===== src/rtl/bit_stream_serializer.sv =====
// Parallel-to-serial front end for the sequence detector.
// Words arrive over a valid/ready handshake and leave as one bit per clock
// on serial_out. A single holding buffer lets a second word queue up
// behind the one being shifted, so consecutive words run with no idle gap.
module bit_stream_serializer #(
    parameter int WIDTH     = 8,
    parameter bit MSB_FIRST = 1'b1,
    parameter bit IDLE_BIT  = 1'b0
) (
    input  logic             clk,
    input  logic             reset,
    input  logic [WIDTH-1:0] word_in,
    input  logic             word_valid,
    output logic             word_ready,
    output logic             serial_out,
    output logic             serial_valid,
    output logic             word_start,
    output logic             busy,
    output logic [15:0]      word_count
);

    localparam int CNT_W = (WIDTH > 1) ? $clog2(WIDTH) : 1;
    localparam logic [CNT_W-1:0] LAST_BIT = CNT_W'(WIDTH - 1);

    typedef enum logic [0:0] {
        IDLE  = 1'b0,
        SHIFT = 1'b1
    } state_t;

    // Registered state
    state_t           state_q;
    logic [WIDTH-1:0] shifter_q;
    logic [CNT_W-1:0] bit_cnt_q;
    logic [WIDTH-1:0] buf_q;
    logic             buf_full_q;

    // Next-state values
    state_t           state_d;
    logic [WIDTH-1:0] shifter_d;
    logic [CNT_W-1:0] bit_cnt_d;
    logic [WIDTH-1:0] buf_d;
    logic             buf_full_d;
    logic [15:0]      word_count_d;

    logic             transfer;
    logic             last_bit;
    logic [WIDTH-1:0] shifted;

    // Ready depends only on the buffer flag, so there is no combinational
    // path from word_valid back to word_ready.
    assign word_ready = !buf_full_q;
    assign transfer   = word_valid && word_ready;
    assign last_bit   = (state_q == SHIFT) && (bit_cnt_q == LAST_BIT);
    assign shifted    = MSB_FIRST ? (shifter_q << 1) : (shifter_q >> 1);

    // Next-state and datapath update for the IDLE/SHIFT controller.
    always_comb begin
        // NOTE: every signal assigned here gets a default first, so no path leaves it unassigned and no latch is inferred.
        state_d      = state_q;
        shifter_d    = shifter_q;
        bit_cnt_d    = bit_cnt_q;
        buf_d        = buf_q;
        buf_full_d   = buf_full_q;
        word_count_d = word_count;

        case (state_q)
            IDLE: begin
                // The buffer is always empty here, so a transfer goes
                // straight to the shifter and the first bit follows next cycle.
                if (transfer) begin
                    shifter_d = word_in;
                    bit_cnt_d = '0;
                    state_d   = SHIFT;
                end
            end

            SHIFT: begin
                if (last_bit) begin
                    word_count_d = word_count + 16'd1;
                    bit_cnt_d    = '0;
                    if (buf_full_q) begin
                        // Queued word follows immediately; ready was low this
                        // cycle, so no new transfer can collide with the move.
                        shifter_d  = buf_q;
                        buf_full_d = 1'b0;
                    end else if (transfer) begin
                        // Word offered on the final bit bypasses the buffer.
                        shifter_d = word_in;
                    end else begin
                        state_d = IDLE;
                    end
                end else begin
                    shifter_d = shifted;
                    bit_cnt_d = bit_cnt_q + 1'b1;
                    if (transfer) begin
                        buf_d      = word_in;
                        buf_full_d = 1'b1;
                    end
                end
            end

            default: begin
                state_d = IDLE;
            end
        endcase
    end

    // State register with synchronous reset; reset aborts any word in flight.
    always_ff @(posedge clk) begin
        // NOTE: sequential state uses non-blocking assignment so every register samples pre-edge values.
        if (reset) begin
            state_q    <= IDLE;
            shifter_q  <= '0;
            bit_cnt_q  <= '0;
            // NOTE: the buffer data is cleared along with its flag so a stale word can never reappear after reset.
            buf_q      <= '0;
            buf_full_q <= 1'b0;
            word_count <= '0;
        end else begin
            state_q    <= state_d;
            shifter_q  <= shifter_d;
            bit_cnt_q  <= bit_cnt_d;
            buf_q      <= buf_d;
            buf_full_q <= buf_full_d;
            word_count <= word_count_d;
        end
    end

    // Output decode straight from registered state.
    assign serial_valid = (state_q == SHIFT);
    assign serial_out   = serial_valid
                          ? (MSB_FIRST ? shifter_q[WIDTH-1] : shifter_q[0])
                          : IDLE_BIT;
    assign word_start   = serial_valid && (bit_cnt_q == '0);
    assign busy         = serial_valid || buf_full_q;

endmodule

===== config.mk =====
export PLATFORM = sky130hd
export DESIGN_NAME = bit_stream_serializer
export DESIGN_NICKNAME = d
export VERILOG_FILES = /design/src/rtl/bit_stream_serializer.sv
export SDC_FILE = /design/constraint.sdc
export NUM_CORES = 1
export LEC_CHECK = 0
export ABC_AREA = 1
export BUFFER_PORTS_ARGS = -buffer_cell sky130_fd_sc_hd__buf_2
export CORE_MARGIN = 2
export CORE_UTILIZATION = 52
export DETAILED_ROUTE_END_ITERATION = 10
export PLACE_DENSITY = 0.73
export SYNTH_ARGS = -nofsm -noshare
export SYNTH_HDL_FRONTEND = slang
export SYNTH_SLANG_ARGS = --single-unit

===== constraint.sdc =====
create_clock -name clk -period 4.7 [get_ports clk]
set_clock_uncertainty 0.1 [all_clocks]
set_input_delay 0 -clock clk [delete_from_list [all_inputs] [get_ports clk]]
set_output_delay 0 -clock clk [all_outputs]
set_load 0.01 [all_outputs]

==> results of run 1 <==
==> registers in the layout, indices dropped and copies added (netlist names) <==
register,count
serial_valid,1
word_count,16
buf_q,8
shifter_q,8
buf_full_q,1
bit_cnt_q,3
==> cell usage in the layout, fill, tap and decap left out, types with 2 or more instances in the layout <==
cell type      count
a21oi_1           20
a22oi_1            3
a31oi_1            2
buf_2             31
clkbuf_4           5
dfxtp_1           37
dlygate4sd3_1      9
ha_1               4
inv_1             30
inv_2              4
nand2_1           43
nand2_2            2
nand3_1            8
nand4_1            2
nor2_1            39
nor2_2             3
nor2_4             3
nor3_1             3
o211ai_1           5
o21a_1             2
o21ai_0           10
o21ai_1            2
o221ai_1           2
or2_2              3
xor2_1             2
==> metal layers <==
layer  routed length (um)  vias to the layer above
met2                 1740                       46
met3                  201                        8
met1                 1940                      724
met4                   67                        0
li1                     -                      867
met5                    0                        -
==> power by group through the flow <==
stage	registers [W]	clock network [W]	logic [W]
2_1_floorplan	0.000339	0	0.0000446
5_1_grt	0.000338	0.000192	0.0000727
3_5_place_dp	0.000343	0	0.0000586
4_1_cts	0.000336	0.000176	0.0000645
3_3_place_gp	0.000343	0	0.0000581
6_report	0.000337	0.000175	0.0000650
==> area by class of cell <==
| type | count | area (sq um) | share of cell area (%) |
|---|---|---|---|
| timing repair buffer | 40 | 245 | 11.7 |
| inverter | 34 | 128 | 6.06 |
| sequential | 37 | 741 | 35.2 |
| multi-input combinational | 166 | 878 | 41.7 |
| tap | 46 | 57.6 | 2.73 |
| clock buffer | 7 | 55.1 | 2.62 |
==> kinds of logic after synthesis <==
group / after synthesis
DFF: 37
xor gates and xnor gates: 2
adders and majority gates: 4
buffers and inverters: 39
and+or+nand+nor: 111
AOI/OAI and AO/OA: 49
==> critical path, cell delays in order, from the launching register on <==
cell	delay [ns]
dfxtp_1	0.34
ha_1	0.20
ha_1	0.25
inv_2	0.10
nand2_1	0.13
nor2_2	0.32
inv_2	0.15
nor2_1	0.12
nor2_1	0.06
==> metrics by stage <==
step           cell area, sq um  utilization, %  std cells
6_report                   2100            63.6        330
5_1_grt                    2100            63.6        330
4_1_cts                    2100            63.6        330
3_5_place_dp               1960            59.2        314
3_3_place_gp               1960            59.2        314
2_1_floorplan              1780               -        242
==> how the worst min path moves through the flow <==
stage,from,end,depth (start not counted)
final,word_valid,serial_valid,3
after detailed placement,word_in[5],buf_q[5],3
after global placement,word_in[5],buf_q[5],3
after CTS,word_valid,serial_valid,3
after global routing,word_valid,bit_cnt_q[1],4
after floorplan,word_in[0],buf_q[0],2
==> repair_timing <==
item,4_1_cts,5_1_grt
buffers inserted,0,0
hold buffers,9,0
endpoints found under the hold margin,21,0
resized for setup,0,0
==> flow_metrics.tcl, run 1 <==
set metrics [dict create \
    p_sw_w 0.000152 \
    yosys.area.top_type_share_pct 41.7 \
    ir_drop_uv 189 \
    timing.max_cap.violations 0 \
    syn2layout_area_growth_pct 18.5 \
    synth_fa_ha_area_share_pct 2.82 \
    switching_share_pct 26.4 \
    syn_area_sq_um 1780 \
    nets 299 \
    ys_seq_elements 37 \
    p_comb_share_pct 11.3 \
    rrSetupSlack_ns 2.82 \
    synth_most_common_cell "nand2_1" \
    path_class "reg -> reg" \
    synth-simple-area-share_pct 28.9 \
    p_int_w 0.000424 \
    grt_max_degree 22 \
    synth_top_family_by_area "simple AND/OR/NAND/NOR gates" \
    yosys.area_share.xor_xnor_pct 0.986 \
    start_util_pct 53.7 \
    async_flop_share_pct 0 \
    seqPwrFrac_pct 58.4 \
    dr.pass1.iters 4 \
    row_count 21 \
    synth_compound_area_share_pct 16.7 \
    die_w_um 62.5 \
    hold_path_class "in -> reg" \
    route.vias.total 1645 \
    die_y_um 62.5 \
    clockBufferDepth 2 \
    grt_pass1_wl_um 6710 \
    finalSetupViolCount 0 \
    cp.arrival_ns 2.01 \
    post_drt_wl_per_cell_um 12.0 \
    layout_min_cycle_time_ns 1.88 \
    drt-total-wl_um 3950 \
    ys.flop_type "dfxtp_1" \
    whs_ns 0.0502 \
    p_leak_nw 0.931 \
    antenna_found_initial 0 \
    fillers 321 \
    path_clk_slew_ns 0.11 \
    critical_path.max_fanout 9 \
    ys_warn_count 0 \
    setup_ws_ns 2.82 \
    dp_slack_ns 2.86 \
    drive_above_1_share_pct 19.7 \
    syn-num-nets 257 \
    use_met3_pct 5.41 \
    busiest_layer "met2" \
    endpoint_kind "register" \
    yosys-top-cells-count "nand2_1 (43), nor2_1 (39), dfxtp_1 (37)" \
    relSlewSlack_pct 67.2 \
    p_clk_share_pct 30.3 \
    overflow 0 \
    track_usage_pct 21.8 \
    tightest_slew_ns 0.491 \
    outcome "complete, no violations" \
    clk_latency_ns 0.35 \
    synth_cell_type_count 33 \
    slew_viol_final 0 \
    clock.fmax_mhz 532 \
    syn_area_per_cell_sq_um 7.34 \
    io_pins 32 \
    cp-endpoint "buf_q[1]" \
    ys_seq_area_share_pct 41.7 \
    fin_crit_sh_pct 40.0 \
    ant_nets 0 \
    synth_edf_count 0 \
    cts_tree "built" \
    first_iter_violations 77 \
    start_kind "register" \
    core_sq_um 3310 \
    cts_root_buf "clkbuf_4" \
    synthMuxAreaShare_pct 0 \
    use_met1_pct 28.9 \
    routabilityCongestion 0.846 \
    worst-r2r-cell-count 8 \
    ys_top_cells_by_area "dfxtp_1 (42%), nand2_1 (9.1%), nor2_1 (8.2%)" \
    power_w 0.000576 \
    grt_pass1_vias 1472 \
    n_antenna_cell 0 \
    r2r-start "bit_cnt_q[0]" \
    hold_viol 0 \
    rr_endpoint "buf_q[1]" \
    cts_buffers 5 \
    dp_hpwl_um 2700 \
    rsz0062_at_grt "false" \
    fp.dieArea_sq_um 3900 \
    cts_sinks 37 \
    io_buffers 31 \
    crit_path_start "bit_cnt_q[0]" \
    routed_via_density 4.98 \
    setup_tns_ns 0 \
    worstPathRequired_ns 4.84 \
    met2_usage_pct 34.9 \
    power_density_nw_per_um2 274 \
    h-tree-depth 2 \
    drc 0 \
    postSynthCellCount 242 \
    yosys.area.top_type "dfxtp_1" \
]
No activity file was read; power rests on OpenSTA's default activity.
==> inputs of run 2 (changes only) <==
--- a/config.mk
+++ b/config.mk
@@ -5,7 +5,7 @@
 export SDC_FILE = /design/constraint.sdc
 export NUM_CORES = 1
 export LEC_CHECK = 0
-export ABC_AREA = 1
+export ABC_AREA = 0
 export BUFFER_PORTS_ARGS = -buffer_cell sky130_fd_sc_hd__buf_2
 export CORE_MARGIN = 2
 export CORE_UTILIZATION = 52
==> constraint.sdc (replaced) <==
create_clock -name clk -period 1.9 [get_ports clk]
set_clock_uncertainty 0.1 [all_clocks]
set_input_delay 0 -clock clk [delete_from_list [all_inputs] [get_ports clk]]
set_output_delay 0 -clock clk [all_outputs]
set_load 0.01 [all_outputs]
==> run 2 against run 1 <==
Compared with the run above: power increased by 150%; sequential power rose by 140%; clock power up 140%; via count shrank 7.2%; utilization rose by 7.4 points; die area shrank 2.0%; cell count is 10% lower; global-route usage is 1.1 points higher; synthesized cell count fell by 19%; critical path type unchanged; critical endpoint unchanged; highest routed layer unchanged.
==> flow_metrics.tcl, run 2 <==
set metrics [dict create \
    start_kind "register" \
    grt_pass1_wl_um 6330 \
    path_cells "ha_1, ha_2, buf_6, nand2b_4, nor2_4, buf_12, mux2i_1, nor2_1" \
    cts_tree "built" \
    overflow 0 \
    grt_max_degree 25 \
    drc 0 \
    p_leak_nw 0.920 \
    syn-num-nets 212 \
    clock.fmax_mhz 564 \
    ys_warn_count 0 \
    io_buffers 31 \
    path_class "reg -> reg" \
    setup_ws_ns 0.128 \
    finalSetupViolCount 0 \
    relSlewSlack_pct 71.3 \
    n_antenna_cell 0 \
    whs_ns 0.347 \
    drive_above_1_share_pct 28.5 \
    endpoint_kind "register" \
    cts_sinks 37 \
    slowest_delay_ns 0.33 \
    dp_hpwl_um 2780 \
    routed_via_density 5.14 \
    grt_pass1_vias 1441 \
    post_drt_wl_per_cell_um 13.1 \
    ys.flop_type "dfxtp_1" \
    setup_tns_ns 0 \
    worstPathRequired_ns 2.04 \
    dp_cells 280 \
    ir_drop_uv 719 \
    ant_nets 0 \
    synth_cell_type_count 35 \
    postSynthCellCount 197 \
    nets 268 \
    tightest_slew_ns 0.431 \
    async_flop_share_pct 0 \
    critical_path.max_fanout 14 \
    cts_root_buf "clkbuf_4" \
    cp.arrival_ns 1.91 \
    yosys.area.top_type "dfxtp_1" \
    top_regs "word_count (16), buf_q (8), shifter_q (8)" \
    syn2layout_area_growth_pct 27.7 \
    timing.max_cap.violations 0 \
    dp_slack_ns 0.0232 \
    power_density_nw_per_um2 644 \
    yosys-top-cells-count "dfxtp_1 (37), nor2_1 (36), a21oi_1 (15)" \
    hold_path_class "in -> reg" \
    final_core_util_pct 71.0 \
    rsz0062_at_grt "false" \
    ys_seq_elements 37 \
    fillers 263 \
    fin_cells 297 \
    drt-total-wl_um 3890 \
    io_pins 32 \
    antenna_found_initial 0 \
    ys_seq_area_share_pct 42.6 \
    outcome "complete, no violations" \
    largest_reg_flops 16 \
    layout.cells.most_common "dfxtp_1" \
    routabilityCongestion 0.757 \
    yosys.area.top_type_share_pct 42.6 \
    syn_area_per_cell_sq_um 8.83 \
    first_iter_violations 108 \
    rrSetupSlack_ns 0.13 \
    clk_latency_ns 0.34 \
    slew_viol_final 0 \
    cts_buffers 5 \
    die_y_um 61.8 \
    dr.pass1.iters 4 \
    clockBufferDepth 2 \
    seq_area_sq_um 741 \
    h-tree-depth 2 \
    fin_crit_sh_pct 93.2 \
    layout_min_cycle_time_ns 1.77 \
    core_sq_um 3130 \
    crit_slowest_cell "dfxtp_1" \
    fp.dieArea_sq_um 3820 \
    track_usage_pct 22.9 \
    synth_edf_count 0 \
    regMostFlops "word_count" \
    path_clk_slew_ns 0.10 \
    mostFrequentLayoutCells "dfxtp_1 (37), nor2_1 (36), buf_2 (31)" \
    multi_input_area_sq_um 933 \
    post-cts-setup-buffers 0 \
    ys_top_cells_by_area "dfxtp_1 (43%), nor2_1 (7.8%), mux2i_1 (6.3%)" \
    route.vias.total 1527 \
    hold_viol 0 \
    syn_area_sq_um 1740 \
    synth_most_common_cell "dfxtp_1" \
    die_w_um 61.8 \
    start_util_pct 55.6 \
    row_count 20 \
]
-- run 2: what timing repair did --
action / CTS / global route
resized for setup: 1 / 3
endpoints found under the setup margin: 2 / 10
gates cloned: 0 / 0
hold endpoints to repair: 23 / 0
hold buffers: 10 / 0
-- run 2: where the power goes --
group / internal [W] / leakage, nW / switching (W)
logic: 0.0000938 / 0.588 / 0.0000966
registers: 0.000801 / 0.301 / 0.0000150
clock network: 0.000175 / 0.0314 / 0.000249
-- run 2: worst max-delay path: cells and delay by family (launching register included) --
kind / cells / cell delay (ns)
fa+ha+maj: 2 / 0.41
buf+inv: 2 / 0.29
flops: 1 / 0.33
mux: 1 / 0.21
simple gates: 3 / 0.31
-- run 2: logic make-up after synthesis --
logic type | synth area share [%]
flops | 42.6
buf+inv | 4.68
mux | 11.5
fa+ha+maj | 2.88
xor+xnor | 5.54
simple gates | 24.4
compound gates | 8.42
-- run 2: per-layer routing --
layer  up-vias  routed length, um  global-route usage (%)
met3         6                145                    8.49
met5         -                  0                       0
met1       705               1920                    29.4
li1        789                  -                       -
met4         0                 46                    9.42
met2        27               1770                    34.6
-- run 2: metrics by stage --
stage,cell area [sq um],power [W]
final,2220,0.00143
after global routing,2220,0.00150
after CTS,2200,0.00144
after detailed placement,2050,0.00101
after global placement,2050,0.000999
after floorplan,1740,0.000941
-- run 2: worst paths after layout --
kind                startpoint        to  cells past startpoint
setup / recovery  bit_cnt_q[0]  buf_q[1]                      8
hold / removal      word_in[2]  buf_q[2]                      4
setup reg to reg  bit_cnt_q[0]  buf_q[1]                      8
hold reg to reg       buf_q[2]  buf_q[2]                      2
-- run 2: layout make-up --
cell class	instances	share of cell area [%]
repair buffers	59	18.3
flip-flops and latches	37	33.4
inverters	8	1.35
multi-input cells	142	42.0
clock buffers	7	2.48
well taps	44	2.48
